**config.mk**
```make
export PLATFORM = sky130hd
export DESIGN_NAME = if_fetch_ctrl
export DESIGN_NICKNAME = d
export VERILOG_FILES = /design/src/rtl/if_fetch_ctrl.sv
export SDC_FILE = /design/constraint.sdc
export NUM_CORES = 1
export LEC_CHECK = 0
export BUFFER_PORTS_ARGS = -buffer_cell sky130_fd_sc_hd__buf_4
export CAP_MARGIN = 40
export CORE_MARGIN = 5
export CORE_UTILIZATION = 48
export CTS_CLUSTER_DIAMETER = 100
export CTS_CLUSTER_SIZE = 24
export DETAILED_ROUTE_END_ITERATION = 8
export GPL_TIMING_DRIVEN = 0
export PLACE_DENSITY = 0.85
export SLEW_MARGIN = 15
export SYNTH_ARGS = -nofsm -noshare
export SYNTH_HDL_FRONTEND = slang
export SYNTH_SLANG_ARGS = --single-unit
export TNS_END_PERCENT = 5
```
**constraint.sdc**
```tcl
create_clock -name clk -period 2.6 [get_ports clk]
set_clock_uncertainty 0.15 [all_clocks]
set_input_delay 0.13 -clock clk [delete_from_list [all_inputs] [get_ports clk]]
set_output_delay 0.13 -clock clk [all_outputs]
set_load 0.05 [all_outputs]
```
**src/rtl/if_fetch_ctrl.sv**
```systemverilog
// Instruction-fetch PC generator and IF/ID pipeline register.
// Define IF_PERF_CNT_EN to build the delivered-instruction counter on fetch_count.
module if_fetch_ctrl #(
    parameter logic [31:0] RESET_PC = 32'd0
) (
    input  logic        clk,
    input  logic        rst,
    input  logic        freeze,
    input  logic        branch_taken,
    input  logic [31:0] branch_addr,
    output logic [31:0] imem_addr,
    input  logic [31:0] imem_instr,
    output logic [31:0] pc_out,
    output logic [31:0] instr_out,
    output logic        valid_out,
    output logic [31:0] fetch_count
);

    logic [31:0] pc_q,     pc_d;
    logic [31:0] pc_out_q, pc_out_d;
    logic [31:0] instr_q,  instr_d;
    logic        valid_q,  valid_d;
    logic [31:0] pc_plus4;
    logic        capture;

    assign pc_plus4 = pc_q + 32'd4;
    // A real instruction is delivered only when neither redirect nor stall applies.
    assign capture  = !branch_taken && !freeze;

    always_comb begin
        pc_d     = pc_q;
        pc_out_d = pc_out_q;
        instr_d  = instr_q;
        valid_d  = valid_q;
        if (branch_taken) begin
            pc_d     = {branch_addr[31:2], 2'b00};
            pc_out_d = '0;
            instr_d  = '0;
            valid_d  = 1'b0;
        end else if (!freeze) begin
            pc_d     = pc_plus4;
            pc_out_d = pc_plus4;
            instr_d  = imem_instr;
            valid_d  = 1'b1;
        end
    end

    always_ff @(posedge clk) begin
        if (!rst) begin
            pc_q     <= {RESET_PC[31:2], 2'b00};
            pc_out_q <= '0;
            instr_q  <= '0;
            valid_q  <= 1'b0;
        end else begin
            pc_q     <= pc_d;
            pc_out_q <= pc_out_d;
            instr_q  <= instr_d;
            valid_q  <= valid_d;
        end
    end

    assign imem_addr = pc_q;
    assign pc_out    = pc_out_q;
    assign instr_out = instr_q;
    assign valid_out = valid_q;

`ifdef IF_PERF_CNT_EN
    logic [31:0] cnt_q, cnt_d;

    always_comb begin
        cnt_d = cnt_q;
        if (capture) cnt_d = cnt_q + 32'd1;
    end

    always_ff @(posedge clk) begin
        if (!rst) cnt_q <= '0;
        else      cnt_q <= cnt_d;
    end

    assign fetch_count = cnt_q;
`else
    logic unused_capture;
    assign unused_capture = capture;
    assign fetch_count    = '0;
`endif

endmodule

```
# Word level (Yosys, flattened, before mapping)
# Cells that the tools add are included.
[op_classes] addsub=1 n_eq_ne=1 n_mux=2 n_bitwise=1 reduce_logical=1
[ops] operator="32-bit two-way mux" count=2
[ops] operator="32-bit by 3-bit adder with 32-bit output, second input constant" count=1
[ops] operator="2-bit by 1-bit inequality test with 1-bit output, second input constant" count=1
[ops] operator="2-bit OR reduction" count=1
[ops] operator="1-bit inverter" count=1
[totals] regBits=97 in_bits=68 out_inout_bits=129 word_cells=11

# Logic depth before layout (Yosys ltp)
# Gate-level depths: netlist of the first run.
[logic_depth] word_depth=3 mapped_depth=7 ltp_nobuf=6

# Least setup slack after synthesis of the first run
# Ideal clock, no wire load.
[synth_path] path_type="register to register" startpoint="reg pc_q[2], in the netlist imem_addr[2]" endpoint="reg pc_q[16], in the netlist imem_addr[16]" setup_ps=133 arrival_ps=2031 required_time_ps=2317 path_slack_ps=286 path_stages_with_launch=8 path_buffers=1 period_less_slack_ps=2314 cell_sequence="dfxtp_1 -> ha_1 -> and4_1 -> clkbuf_1 -> nand4_1 -> nor3_1 -> xnor2_1 -> a21oi_1"
[synth_between] elab_chain_cells=3
[synth_rtl] element="start, declared" line="19" rtl="logic [31:0] pc_q, pc_d;"
[synth_rtl] element="start signal, assigned" line="50" rtl="pc_q <= {RESET_PC[31:2], 2'b00};"
[synth_rtl] element="start signal, assigned" line="55" rtl="pc_q <= pc_d;"
[synth_rtl] element="32-bit by 3-bit adder with 32-bit output" line="26" rtl="assign pc_plus4 = pc_q + 32'd4;"
[synth_rtl] element="32-bit two-way mux" line="40" rtl="end else if (!freeze) begin"
[synth_rtl] element="32-bit two-way mux" line="35" rtl="if (branch_taken) begin"
# No other way between the ends. The select of a mux whose other input is x is not followed.
# A chain may end at the register's enable or synchronous reset.

# Worst setup path after layout of the first run
[layout_path] startpoint="reg pc_q[3], in the netlist imem_addr[3]" endpoint="reg pc_q[24], in the netlist imem_addr[24]"
# Same word-level chain as after synthesis.

==> impl_metrics.xml, run 1 <==
<?xml version="1.0" encoding="UTF-8"?>
<metrics>
  <group name="worst_setup_path">
    <metric name="worstSetupPathType" unit="">register to register</metric>
    <metric name="rr_startpoint" unit="">imem_addr[3]$_SDFFE_PN0P_</metric>
    <metric name="timing.critical_path.cells" unit="">ha_1 -&gt; and4_1 -&gt; clkbuf_1 -&gt; nand4_1 -&gt; or3_1 -&gt; a31oi_1</metric>
    <metric name="crit_arrival" unit="ps">2630</metric>
    <metric name="crit_slowest_cell" unit="">dfxtp_1</metric>
    <metric name="crit_path_max_fanout" unit="">6</metric>
    <metric name="worst_ep_required_time" unit="ps">2760</metric>
    <metric name="top_family_by_delay_on_critical_path" unit="">simple AND/OR/NAND/NOR gates</metric>
    <metric name="worstRegToRegCells" unit="">6</metric>
    <metric name="slowest_delay" unit="ps">500</metric>
    <metric name="worst_r2r_endpoint" unit="">imem_addr[24]$_SDFFE_PN0P_</metric>
    <metric name="startpoint_type_of_the_worst_setup_path" unit="">register</metric>
    <metric name="worstPathBufferInverterCount" unit="">1</metric>
    <metric name="setup.reg_to_reg.worst_slack" unit="ps">120</metric>
    <metric name="cp_endpoint_kind" unit="">register</metric>
  </group>
  <group name="drt">
    <metric name="vias_per_cell" unit="">5.28</metric>
    <metric name="detail_route.drc_violations" unit="">0</metric>
    <metric name="drt_wl_total" unit="mm">17.2</metric>
    <metric name="route.antenna.remaining_nets" unit="">0</metric>
    <metric name="detail_route.iter0.violations" unit="">286</metric>
    <metric name="via_count" unit="">4887</metric>
    <metric name="detail_route.first_pass.iterations" unit="">5</metric>
    <metric name="drt-wirelength-per-cell" unit="um">18.6</metric>
  </group>
  <group name="synthesis">
    <metric name="netlist_instances" unit="">527</metric>
    <metric name="synthDominantCellAreaShare" unit="%">40.6</metric>
    <metric name="yosys_register_bits" unit="">93</metric>
    <metric name="syn-cell-area" unit="sq um">4580</metric>
    <metric name="synth_seq_area_share" unit="%">40.6</metric>
    <metric name="synth_warnings" unit="">0</metric>
    <metric name="yosys-top-cells-area" unit="">dfxtp_1 41%, mux2i_1 7.9%, buf_4 6.6%</metric>
    <metric name="syn_avg_cell_area" unit="sq um">8.70</metric>
    <metric name="post_synth_num_cell_types" unit="">41</metric>
    <metric name="synth_flop_cell" unit="">dfxtp_1</metric>
    <metric name="postSynth.asyncResetShare" unit="%">0</metric>
    <metric name="synth-edff-count" unit="">0</metric>
    <metric name="synth_largest_area_cell" unit="">dfxtp_1</metric>
  </group>
  <group name="clocking">
    <metric name="clkSlewWorstSetupHoldPaths" unit="ps">100</metric>
    <metric name="number_of_buffers_created_by_cts" unit="">9</metric>
    <metric name="tritoncts" unit="">done</metric>
    <metric name="clk-insertion-delay-late" unit="ps">370</metric>
    <metric name="cts.root.buffer_cell" unit="">clkbuf_8</metric>
    <metric name="clock_sink_count" unit="">93</metric>
    <metric name="clock_tree.htree_level_count" unit="">3</metric>
    <metric name="clk_path_buf_depth" unit="">2</metric>
    <metric name="cts_post_setup_buffers_inserted" unit="">0</metric>
  </group>
  <group name="run">
    <metric name="max_cap_violations" unit="">0</metric>
  </group>
  <group name="timing">
    <metric name="period_minus_slack" unit="ps">2480</metric>
    <metric name="finalMaxSlewViolations" unit="">0</metric>
    <metric name="setup_viol_count_final" unit="">0</metric>
    <metric name="max-slew-margin-rel" unit="%">56.7</metric>
    <metric name="period_share" unit="%">95.3</metric>
    <metric name="worst_pin_slew" unit="ps">650</metric>
    <metric name="hold_violations" unit="">0</metric>
    <metric name="timing.fmax" unit="GHz">0.403</metric>
    <metric name="finalHoldWorstSlack" unit="ps">37.1</metric>
    <metric name="rsz0062_at_grt" unit="">no</metric>
  </group>
  <group name="global_route">
    <metric name="grt_start_max_net_pins" unit="">19</metric>
    <metric name="grt_antenna_before_repair" unit="">0</metric>
    <metric name="grt-ovfl-total" unit="">0</metric>
    <metric name="grt_first_pass_wirelength" unit="mm">26.7</metric>
    <metric name="vias_in_the_first_global_route" unit="">5016</metric>
    <metric name="track_usage" unit="%">29.7</metric>
  </group>
  <group name="die">
    <metric name="std_cell_rows" unit="">35</metric>
    <metric name="initial_core_util" unit="%">49.4</metric>
    <metric name="io_pins" unit="">197</metric>
    <metric name="design.die.area" unit="sq um">11600</metric>
    <metric name="chipHeight" unit="um">108</metric>
    <metric name="fp.coreArea" unit="sq um">9280</metric>
    <metric name="die-width" unit="um">108</metric>
  </group>
  <group name="placed_design">
    <metric name="numPortBuffers" unit="">156</metric>
    <metric name="place_congestion" unit="">0.921</metric>
    <metric name="dp.final_hpwl" unit="mm">11.7</metric>
  </group>
  <group name="layout">
    <metric name="insertedDiodeCount" unit="">0</metric>
    <metric name="num-nets-final" unit="">860</metric>
    <metric name="layout.core_utilization" unit="%">74.0</metric>
    <metric name="fraction_of_final_layout_cells_with_drive_strength_greater_than_1" unit="%">30.3</metric>
    <metric name="area_growth" unit="%">49.8</metric>
  </group>
  <group name="pwr">
    <metric name="total_power" unit="uW">3470</metric>
    <metric name="combinational_share_of_power" unit="%">27.5</metric>
    <metric name="total_switching_power" unit="uW">1260</metric>
    <metric name="sw_frac_of_total" unit="%">36.4</metric>
    <metric name="static-leakage-power" unit="uW">0.00304</metric>
    <metric name="vdd.ir_drop.worst" unit="uV">340</metric>
    <metric name="design_internal_power" unit="uW">2210</metric>
    <metric name="seq_power_share" unit="%">44.9</metric>
    <metric name="power_frac_clock" unit="%">27.6</metric>
    <metric name="cellPowerDensity" unit="nW/um^2">505</metric>
  </group>
  <group name="min_path">
    <metric name="min_delay_path_depth" unit="">3</metric>
    <metric name="min_delay_worst_endpoint" unit="">imem_addr[27]$_SDFFE_PN0P_</metric>
    <metric name="timing.hold.worst.class" unit="">input pin to register</metric>
    <metric name="min_from" unit="">rst</metric>
  </group>
  <group name="status">
    <metric name="run_status" unit="">finished, final reports clean</metric>
  </group>
</metrics>
[metrics by stage]
stage               setup slack (ps)  std cells  TNS, ps  instance area, sq um
floorplan                        286        562        0                  4710
global placement               -59.1        847    -59.1                  6050
detailed placement              16.4        847        0                  6050
CTS                              151        925        0                  6860
global route                    88.5        925        0                  6870
finish                           121        925        0                  6870
[flip-flops by register name, indices dropped and copies added, names as in the netlist]
register   cells
imem_addr     30
valid_out      1
pc_out        30
instr_out     32
[placed cells by master (no fill, tap or decap), types with 3 or more instances in the layout]
cell type      instances
o21ai_0               52
nor4_1                 7
or3_1                  4
dlygate4sd3_1         62
nand2_1               23
a21oi_1               49
nor2_1                54
xnor2_1               34
inv_6                  4
xor2_1                20
buf_2                 13
nand4_1               13
conb_1                36
nand3_1               14
dfxtp_1               92
clkbuf_8               9
nor3_1                 8
clkbuf_1              22
nand4_2                3
buf_4                196
and3_1                 4
and2_1                 3
and4_1                 7
mux2i_1               36
[final cells by class]
class	instances	area [sq um]
fillers	668	2420
multi-input cells	388	2390
flip-flops and latches	93	1860
repair buffers	218	1790
plain buffers	78	460
well taps	129	161
clock buffers	9	124
clock inverters	7	62.6
inverters	3	11.3
[what timing repair did]
| action | CTS | global route |
|---|---|---|
| endpoints found under the hold margin | 62 | 0 |
| hold buffers | 62 | 0 |
| setup endpoints to repair | 1 | 2 |
| pin swaps | 0 | 1 |
| resized for setup | 1 | 2 |
[synth_stat cells (2+ instances only)]
library cell and number:
and4_1 7, and3_1 4, xnor2_1 34, mux2i_1 36, nor2_1 54, a21oi_1 49
nand4_2 3, buf_1 2, nor3_2 2, nor3_1 8, nand4_1 13, buf_2 13
clkbuf_1 22, nand2_1 23, nor4_1 8, nand3_1 14, o21ai_0 52, and2_1 3
nor2b_1 2, a31oi_1 2, or3_1 4, buf_4 40, xor2_1 20, dfxtp_1 93
clkinv_1 2, a211oi_1 2
[layer usage]
metal	vias up	global-route usage, %	routed length, um
met5	-	0	0
met4	0	9.11	546
li1	2288	-	-
met1	2284	35.8	6730
met2	267	51.6	8460
met3	48	7.44	1470
[power groups by stage]
stage	clock network [uW]	registers (uW)	logic [uW]
after floorplan	0	1790	377
after global placement	0	1580	842
after detailed placement	0	1580	854
after CTS	945	1550	932
after global routing	1030	1560	1000
final	959	1560	954
[cell families after synthesis]
logic type | share of synthesized area [%]
simple gates | 18.3
flops | 40.6
mux | 7.86
buf+inv | 10.3
xor+xnor | 10.3
compound gates | 12.2
fa+ha+maj | 0.273
other cells | 0.0818
[how the worst max path moves through the flow]
stage                                         start                          to  slack (ps)  depth (start not counted)
after floorplan           imem_addr[2]$_SDFFE_PN0P_  imem_addr[16]$_SDFFE_PN0P_         290                          7
after global placement    imem_addr[2]$_SDFFE_PN0P_     pc_out[24]$_SDFFE_PP0N_         -60                          6
after detailed placement  imem_addr[2]$_SDFFE_PN0P_     pc_out[24]$_SDFFE_PP0N_          20                          6
after CTS                 imem_addr[2]$_SDFFE_PN0P_  imem_addr[24]$_SDFFE_PN0P_         150                          6
after global routing      imem_addr[3]$_SDFFE_PN0P_  imem_addr[20]$_SDFFE_PN0P_          90                          7
final                     imem_addr[3]$_SDFFE_PN0P_  imem_addr[24]$_SDFFE_PN0P_         120                          6
[worst min-delay path: stages]
cell and delay [ps]:
buf_4 130, a31oi_1 170, a211oi_1 80
(Power assumes the default switching activity.)
==> inputs of run 2 (changes only) <==
--- a/config.mk
+++ b/config.mk
@@ -5,9 +5,9 @@
 export SDC_FILE = /design/constraint.sdc
 export NUM_CORES = 1
 export LEC_CHECK = 0
-export BUFFER_PORTS_ARGS = -buffer_cell sky130_fd_sc_hd__buf_4
+export BUFFER_PORTS_ARGS = -buffer_cell sky130_fd_sc_hd__buf_2
 export CAP_MARGIN = 40
-export CORE_MARGIN = 5
+export CORE_MARGIN = 2
 export CORE_UTILIZATION = 48
 export CTS_CLUSTER_DIAMETER = 100
 export CTS_CLUSTER_SIZE = 24
==> impl_metrics.xml, run 2 (synthesis results as in run 1) <==
<?xml version="1.0" encoding="UTF-8"?>
<metrics>
  <group name="status">
    <metric name="run_status" unit="">finished, final reports clean</metric>
  </group>
  <group name="global_route">
    <metric name="track_usage" unit="%">29.5</metric>
    <metric name="grt_first_pass_wirelength" unit="mm">23.5</metric>
    <metric name="vias_in_the_first_global_route" unit="">4763</metric>
    <metric name="grt-ovfl-total" unit="">0</metric>
    <metric name="grt_antenna_before_repair" unit="">0</metric>
    <metric name="grt_start_max_net_pins" unit="">19</metric>
  </group>
  <group name="timing">
    <metric name="rsz0062_at_grt" unit="">no</metric>
    <metric name="hold_violations" unit="">0</metric>
    <metric name="worst_pin_slew" unit="ps">653</metric>
    <metric name="finalSetupTns" unit="ps">0</metric>
    <metric name="setup_viol_count_final" unit="">0</metric>
    <metric name="finalMaxSlewViolations" unit="">0</metric>
    <metric name="period_minus_slack" unit="ps">2390</metric>
    <metric name="layout_setup_ws" unit="ps">211</metric>
    <metric name="max-slew-margin-rel" unit="%">56.5</metric>
    <metric name="period_share" unit="%">91.9</metric>
    <metric name="timing.fmax" unit="GHz">0.419</metric>
  </group>
  <group name="placed_design">
    <metric name="detailedPlace.worstSlack" unit="ps">210</metric>
    <metric name="place_congestion" unit="">0.913</metric>
    <metric name="numPortBuffers" unit="">156</metric>
    <metric name="dp.final_hpwl" unit="mm">10.6</metric>
  </group>
  <group name="min_path">
    <metric name="min_delay_path_depth" unit="">3</metric>
    <metric name="timing.hold.worst.class" unit="">input pin to register</metric>
    <metric name="min_from" unit="">rst</metric>
    <metric name="min_delay_worst_endpoint" unit="">imem_addr[27]$_SDFFE_PN0P_</metric>
  </group>
  <group name="layout">
    <metric name="most_frequent_cells_in_the_layout" unit="">169 x buf_2, 93 x dfxtp_1, 62 x dlygate4sd3_1</metric>
    <metric name="largest_register_ff_count" unit="">32</metric>
    <metric name="layout_commonest_cell" unit="">buf_2</metric>
    <metric name="num-nets-final" unit="">862</metric>
    <metric name="layout.core_utilization" unit="%">70.1</metric>
    <metric name="insertedDiodeCount" unit="">0</metric>
    <metric name="area_growth" unit="%">41.4</metric>
    <metric name="fraction_of_final_layout_cells_with_drive_strength_greater_than_1" unit="%">30.1</metric>
  </group>
  <group name="clocking">
    <metric name="clock_sink_count" unit="">93</metric>
    <metric name="tritoncts" unit="">done</metric>
    <metric name="number_of_buffers_created_by_cts" unit="">9</metric>
    <metric name="clk_path_buf_depth" unit="">2</metric>
    <metric name="clock_tree.htree_level_count" unit="">3</metric>
    <metric name="cts.root.buffer_cell" unit="">clkbuf_8</metric>
    <metric name="clkSlewWorstSetupHoldPaths" unit="ps">100</metric>
    <metric name="clk-insertion-delay-late" unit="ps">370</metric>
  </group>
  <group name="die">
    <metric name="initial_core_util" unit="%">49.6</metric>
    <metric name="io_pins" unit="">197</metric>
    <metric name="die-width" unit="um">102</metric>
    <metric name="design.die.area" unit="sq um">10300</metric>
    <metric name="chipHeight" unit="um">102</metric>
    <metric name="fp.coreArea" unit="sq um">9240</metric>
    <metric name="std_cell_rows" unit="">35</metric>
  </group>
  <group name="worst_setup_path">
    <metric name="worst_r2r_endpoint" unit="">imem_addr[16]$_SDFFE_PN0P_</metric>
    <metric name="crit_arrival" unit="ps">2470</metric>
    <metric name="worstRegToRegCells" unit="">7</metric>
    <metric name="crit_path_max_fanout" unit="">7</metric>
    <metric name="setup.reg_to_reg.worst_slack" unit="ps">210</metric>
    <metric name="rr_startpoint" unit="">imem_addr[2]$_SDFFE_PN0P_</metric>
    <metric name="cp_endpoint_kind" unit="">register</metric>
    <metric name="worstSetupPathType" unit="">register to register</metric>
    <metric name="startpoint_type_of_the_worst_setup_path" unit="">register</metric>
    <metric name="worst_ep_required_time" unit="ps">2680</metric>
  </group>
  <group name="drt">
    <metric name="drt_wl_total" unit="mm">15.4</metric>
    <metric name="vias_per_cell" unit="">5.17</metric>
    <metric name="via_count" unit="">4788</metric>
    <metric name="drt-wirelength-per-cell" unit="um">16.6</metric>
    <metric name="detail_route.first_pass.iterations" unit="">5</metric>
    <metric name="detail_route.iter0.violations" unit="">240</metric>
    <metric name="route.antenna.remaining_nets" unit="">0</metric>
    <metric name="detail_route.drc_violations" unit="">0</metric>
  </group>
  <group name="pwr">
    <metric name="static-leakage-power" unit="uW">0.00298</metric>
    <metric name="cellPowerDensity" unit="nW/um^2">520</metric>
    <metric name="vdd.ir_drop.worst" unit="uV">356</metric>
    <metric name="total_power" unit="uW">3370</metric>
  </group>
  <group name="run">
    <metric name="max_cap_violations" unit="">0</metric>
  </group>
</metrics>
==> run 2: cell types whose count changed in the layout (fill, tap and decap cells not counted), sizes merged <==
cell      change
inv           -1
buf           +2
clkinvlp      +1
==> run 2: final cells by class <==
type | count | area [sq um]
buffer | 78 | 460
clock buffer | 9 | 124
clock inverter | 7 | 63.8
fill | 724 | 2760
inverter | 3 | 11.3
multi-input combinational | 388 | 2380
sequential | 93 | 1860
tap | 129 | 161
timing repair buffer | 220 | 1420
==> run 2: timing repair <==
item	in CTS	in global routing
resized for setup	0	0
setup buffers	0	2
endpoints found under the hold margin	62	0
hold buffers	62	0
endpoints found under the setup margin	0	1
==> run 2: per-stage QoR <==
| stage | cell area (sq um) | hold slack [ps] | std cells |
|---|---|---|---|
| floorplan | 4710 | 118 | 562 |
| global placement | 5660 | 205 | 847 |
| detailed placement | 5660 | 211 | 847 |
| CTS | 6460 | 21.9 | 925 |
| global route | 6480 | 72.2 | 927 |
| finish | 6480 | 38.4 | 927 |
==> run 2: worst max-delay path by stage <==
stage                                    from                          to  cells past startpoint
finish              imem_addr[2]$_SDFFE_PN0P_  imem_addr[16]$_SDFFE_PN0P_                      7
detailed placement  imem_addr[2]$_SDFFE_PN0P_  imem_addr[24]$_SDFFE_PN0P_                      6
CTS                 imem_addr[2]$_SDFFE_PN0P_  imem_addr[24]$_SDFFE_PN0P_                      6
floorplan           imem_addr[2]$_SDFFE_PN0P_  imem_addr[16]$_SDFFE_PN0P_                      7
global placement    imem_addr[2]$_SDFFE_PN0P_  imem_addr[24]$_SDFFE_PN0P_                      6
global route        imem_addr[2]$_SDFFE_PN0P_  imem_addr[16]$_SDFFE_PN0P_                      7
==> run 2: power breakdown <==
part / switching, uW / leakage, uW / internal [uW]
sequential: 61.3 / 0.000763 / 1490
clock: 572 / 0.0000903 / 369
combinational: 593 / 0.00213 / 283
==> run 2: worst max-delay path: stages (launching register included) <==
cell and delay (ps):
dfxtp_1 530, ha_1 330, and4_1 210, clkbuf_1 270, nand4_1 240, nor3_1 290, xnor2_1 150, a21oi_1 80
==> run 2: layer usage <==
metal,vias up,part of all wire (%),global-route usage [%]
met1,2234,41,36.6
li1,2278,-,-
met4,0,3.1,11.7
met5,-,0,0
met2,236,49,49.6
met3,40,7.2,6.69
==> inputs of run 3 (changes only) <==
--- a/config.mk
+++ b/config.mk
@@ -10,10 +10,10 @@
 export CORE_MARGIN = 2
 export CORE_UTILIZATION = 48
 export CTS_CLUSTER_DIAMETER = 100
-export CTS_CLUSTER_SIZE = 24
 export DETAILED_ROUTE_END_ITERATION = 8
 export GPL_TIMING_DRIVEN = 0
 export PLACE_DENSITY = 0.85
+export RECOVER_POWER = 50
 export SLEW_MARGIN = 15
 export SYNTH_ARGS = -nofsm -noshare
 export SYNTH_HDL_FRONTEND = slang
==> impl_metrics.xml, run 3 (synthesis results as in run 1) <==
<?xml version="1.0" encoding="UTF-8"?>
<metrics>
  <group name="pwr">
    <metric name="cellPowerDensity" unit="nW/um^2">527</metric>
    <metric name="total_switching_power" unit="uW">1230</metric>
    <metric name="static-leakage-power" unit="uW">0.00262</metric>
    <metric name="combinational_share_of_power" unit="%">25.6</metric>
    <metric name="seq_power_share" unit="%">46.3</metric>
    <metric name="sw_frac_of_total" unit="%">36.7</metric>
    <metric name="design_internal_power" unit="uW">2130</metric>
    <metric name="vdd.ir_drop.worst" unit="uV">359</metric>
    <metric name="power_frac_clock" unit="%">28.1</metric>
  </group>
  <group name="worst_setup_path">
    <metric name="critical_path_s_most_frequent_cell" unit="">buf_4</metric>
    <metric name="worst_ep_required_time" unit="ps">2680</metric>
    <metric name="crit_slowest_cell" unit="">dfxtp_1</metric>
    <metric name="crit_arrival" unit="ps">2480</metric>
    <metric name="worstSetupPathType" unit="">register to register</metric>
    <metric name="timing.critical_path.cells" unit="">ha_1 -&gt; and4_1 -&gt; clkbuf_1 -&gt; nand4_1 -&gt; buf_4 -&gt; buf_4 -&gt; xor2_1 -&gt; a21oi_1</metric>
    <metric name="cp_endpoint_kind" unit="">register</metric>
    <metric name="startpoint_type_of_the_worst_setup_path" unit="">register</metric>
    <metric name="worstPathBufferInverterCount" unit="">3</metric>
    <metric name="crit_path_max_fanout" unit="">7</metric>
    <metric name="top_family_by_delay_on_critical_path" unit="">buffers and inverters</metric>
    <metric name="slowest_delay" unit="ps">530</metric>
  </group>
  <group name="drt">
    <metric name="detail_route.iter0.violations" unit="">257</metric>
    <metric name="detail_route.first_pass.iterations" unit="">5</metric>
    <metric name="route.antenna.remaining_nets" unit="">0</metric>
    <metric name="vias_per_cell" unit="">5.19</metric>
    <metric name="drt_wl_total" unit="mm">15.5</metric>
    <metric name="via_count" unit="">4807</metric>
    <metric name="detail_route.drc_violations" unit="">0</metric>
    <metric name="drt-wirelength-per-cell" unit="um">16.7</metric>
  </group>
  <group name="layout">
    <metric name="insertedDiodeCount" unit="">0</metric>
    <metric name="num-nets-final" unit="">862</metric>
    <metric name="area_growth" unit="%">38.9</metric>
    <metric name="most_frequent_cells_in_the_layout" unit="">112 x clkbuf_1, 93 x dfxtp_1, 79 x buf_2</metric>
    <metric name="fraction_of_final_layout_cells_with_drive_strength_greater_than_1" unit="%">18.8</metric>
    <metric name="layout_commonest_cell" unit="">clkbuf_1</metric>
    <metric name="largest_register_ff_count" unit="">32</metric>
  </group>
  <group name="die">
    <metric name="std_cell_rows" unit="">35</metric>
    <metric name="initial_core_util" unit="%">49.6</metric>
    <metric name="fp.coreArea" unit="sq um">9240</metric>
    <metric name="chipHeight" unit="um">102</metric>
    <metric name="design.die.area" unit="sq um">10300</metric>
    <metric name="die-width" unit="um">102</metric>
    <metric name="io_pins" unit="">197</metric>
  </group>
  <group name="global_route">
    <metric name="track_usage" unit="%">29.5</metric>
    <metric name="grt_antenna_before_repair" unit="">0</metric>
    <metric name="grt_first_pass_wirelength" unit="mm">23.5</metric>
    <metric name="vias_in_the_first_global_route" unit="">4763</metric>
    <metric name="grt-ovfl-total" unit="">0</metric>
    <metric name="grt_start_max_net_pins" unit="">19</metric>
  </group>
  <group name="clocking">
    <metric name="ctsResizeCount" unit="">0</metric>
    <metric name="number_of_buffers_created_by_cts" unit="">9</metric>
    <metric name="clk-insertion-delay-late" unit="ps">370</metric>
    <metric name="clock_tree.htree_level_count" unit="">3</metric>
    <metric name="clkSlewWorstSetupHoldPaths" unit="ps">100</metric>
    <metric name="clock_sink_count" unit="">93</metric>
    <metric name="cts.root.buffer_cell" unit="">clkbuf_8</metric>
    <metric name="clk_path_buf_depth" unit="">2</metric>
    <metric name="tritoncts" unit="">done</metric>
  </group>
  <group name="timing">
    <metric name="setup_viol_count_final" unit="">0</metric>
    <metric name="period_minus_slack" unit="ps">2400</metric>
    <metric name="finalMaxSlewViolations" unit="">0</metric>
    <metric name="timing.fmax" unit="GHz">0.417</metric>
    <metric name="finalHoldWorstSlack" unit="ps">42.6</metric>
    <metric name="worst_pin_slew" unit="ps">666</metric>
    <metric name="period_share" unit="%">92.2</metric>
    <metric name="finalSetupTns" unit="ps">0</metric>
    <metric name="hold_violations" unit="">0</metric>
    <metric name="rsz0062_at_grt" unit="">no</metric>
    <metric name="max-slew-margin-rel" unit="%">55.6</metric>
  </group>
  <group name="placed_design">
    <metric name="place_congestion" unit="">0.913</metric>
    <metric name="numPortBuffers" unit="">156</metric>
    <metric name="dp.final_hpwl" unit="mm">10.6</metric>
  </group>
  <group name="status">
    <metric name="run_status" unit="">finished, final reports clean</metric>
  </group>
  <group name="min_path">
    <metric name="timing.hold.worst.class" unit="">input pin to register</metric>
  </group>
  <group name="run">
    <metric name="max_cap_violations" unit="">0</metric>
  </group>
</metrics>
==> run 3: changes by cell type in the layout (fill, tap and decap cells not counted), sizes merged <==
cell / delta
buf: -90
clkbuf: +90
==> run 3: power groups by stage <==
| stage | Clock, uW | Combinational (uW) | Sequential (uW) |
|---|---|---|---|
| CTS | 954 | 857 | 1550 |
| global placement | 0 | 771 | 1580 |
| global route | 1010 | 909 | 1560 |
| finish | 944 | 859 | 1550 |
| detailed placement | 0 | 782 | 1580 |
| floorplan | 0 | 377 | 1790 |
==> run 3: layer usage <==
metal	routed length, um	global-route usage, %	share of wire (%)	up-vias
li1	-	-	-	2283
met1	6270	36.6	41	2250
met2	7550	49.6	49	235
met3	1160	6.69	7.5	39
met4	484	11.7	3.1	0
met5	0	0	0	-
==> run 3: tightest hold or removal path, cell delays in order <==
cell      delay (ps)
buf_2            140
a31oi_1          170
a211oi_1          80
==> run 3: worst paths after layout <==
path | start | end | slack [ps] | cells after the start
worst max-delay path | imem_addr[2]$_SDFFE_PN0P_ | imem_addr[18]$_SDFFE_PN0P_ | 200 | 8
worst min-delay path | rst | imem_addr[27]$_SDFFE_PN0P_ | 40 | 3
worst max register to register | imem_addr[2]$_SDFFE_PN0P_ | imem_addr[18]$_SDFFE_PN0P_ | 200 | 8
worst min register to register | pc_out[4]$_SDFFE_PP0N_ | pc_out[4]$_SDFFE_PP0N_ | 320 | 2
==> run 3: what timing repair did <==
item | 4_1_cts | 5_1_grt
hold endpoints to repair | 62 | 0
setup endpoints to repair | 0 | 1
buffers inserted | 0 | 2
hold buffers | 62 | 0
==> run 3: cell type report <==
type / instances / area, sq um
repair buffers: 220 / 1310
well taps: 129 / 161
inverters: 3 / 11.3
clock buffers: 9 / 124
plain buffers: 78 / 459
flip-flops and latches: 93 / 1860
clock inverters: 7 / 63.8
multi-input cells: 388 / 2380
fillers: 786 / 2870
==> run 3: metrics by stage <==
step / std cells / area (sq um) / worst slack, ps / utilization, % / total power (uW)
2_1_floorplan: 562 / 4710 / 286 / - / 2170
3_3_place_gp: 847 / 5660 / 256 / 61.2 / 2350
3_5_place_dp: 847 / 5660 / 210 / 61.2 / 2360
4_1_cts: 925 / 6460 / 175 / 70.0 / 3360
5_1_grt: 927 / 6370 / 75.1 / 68.9 / 3480
6_report: 927 / 6370 / 203 / 68.9 / 3360
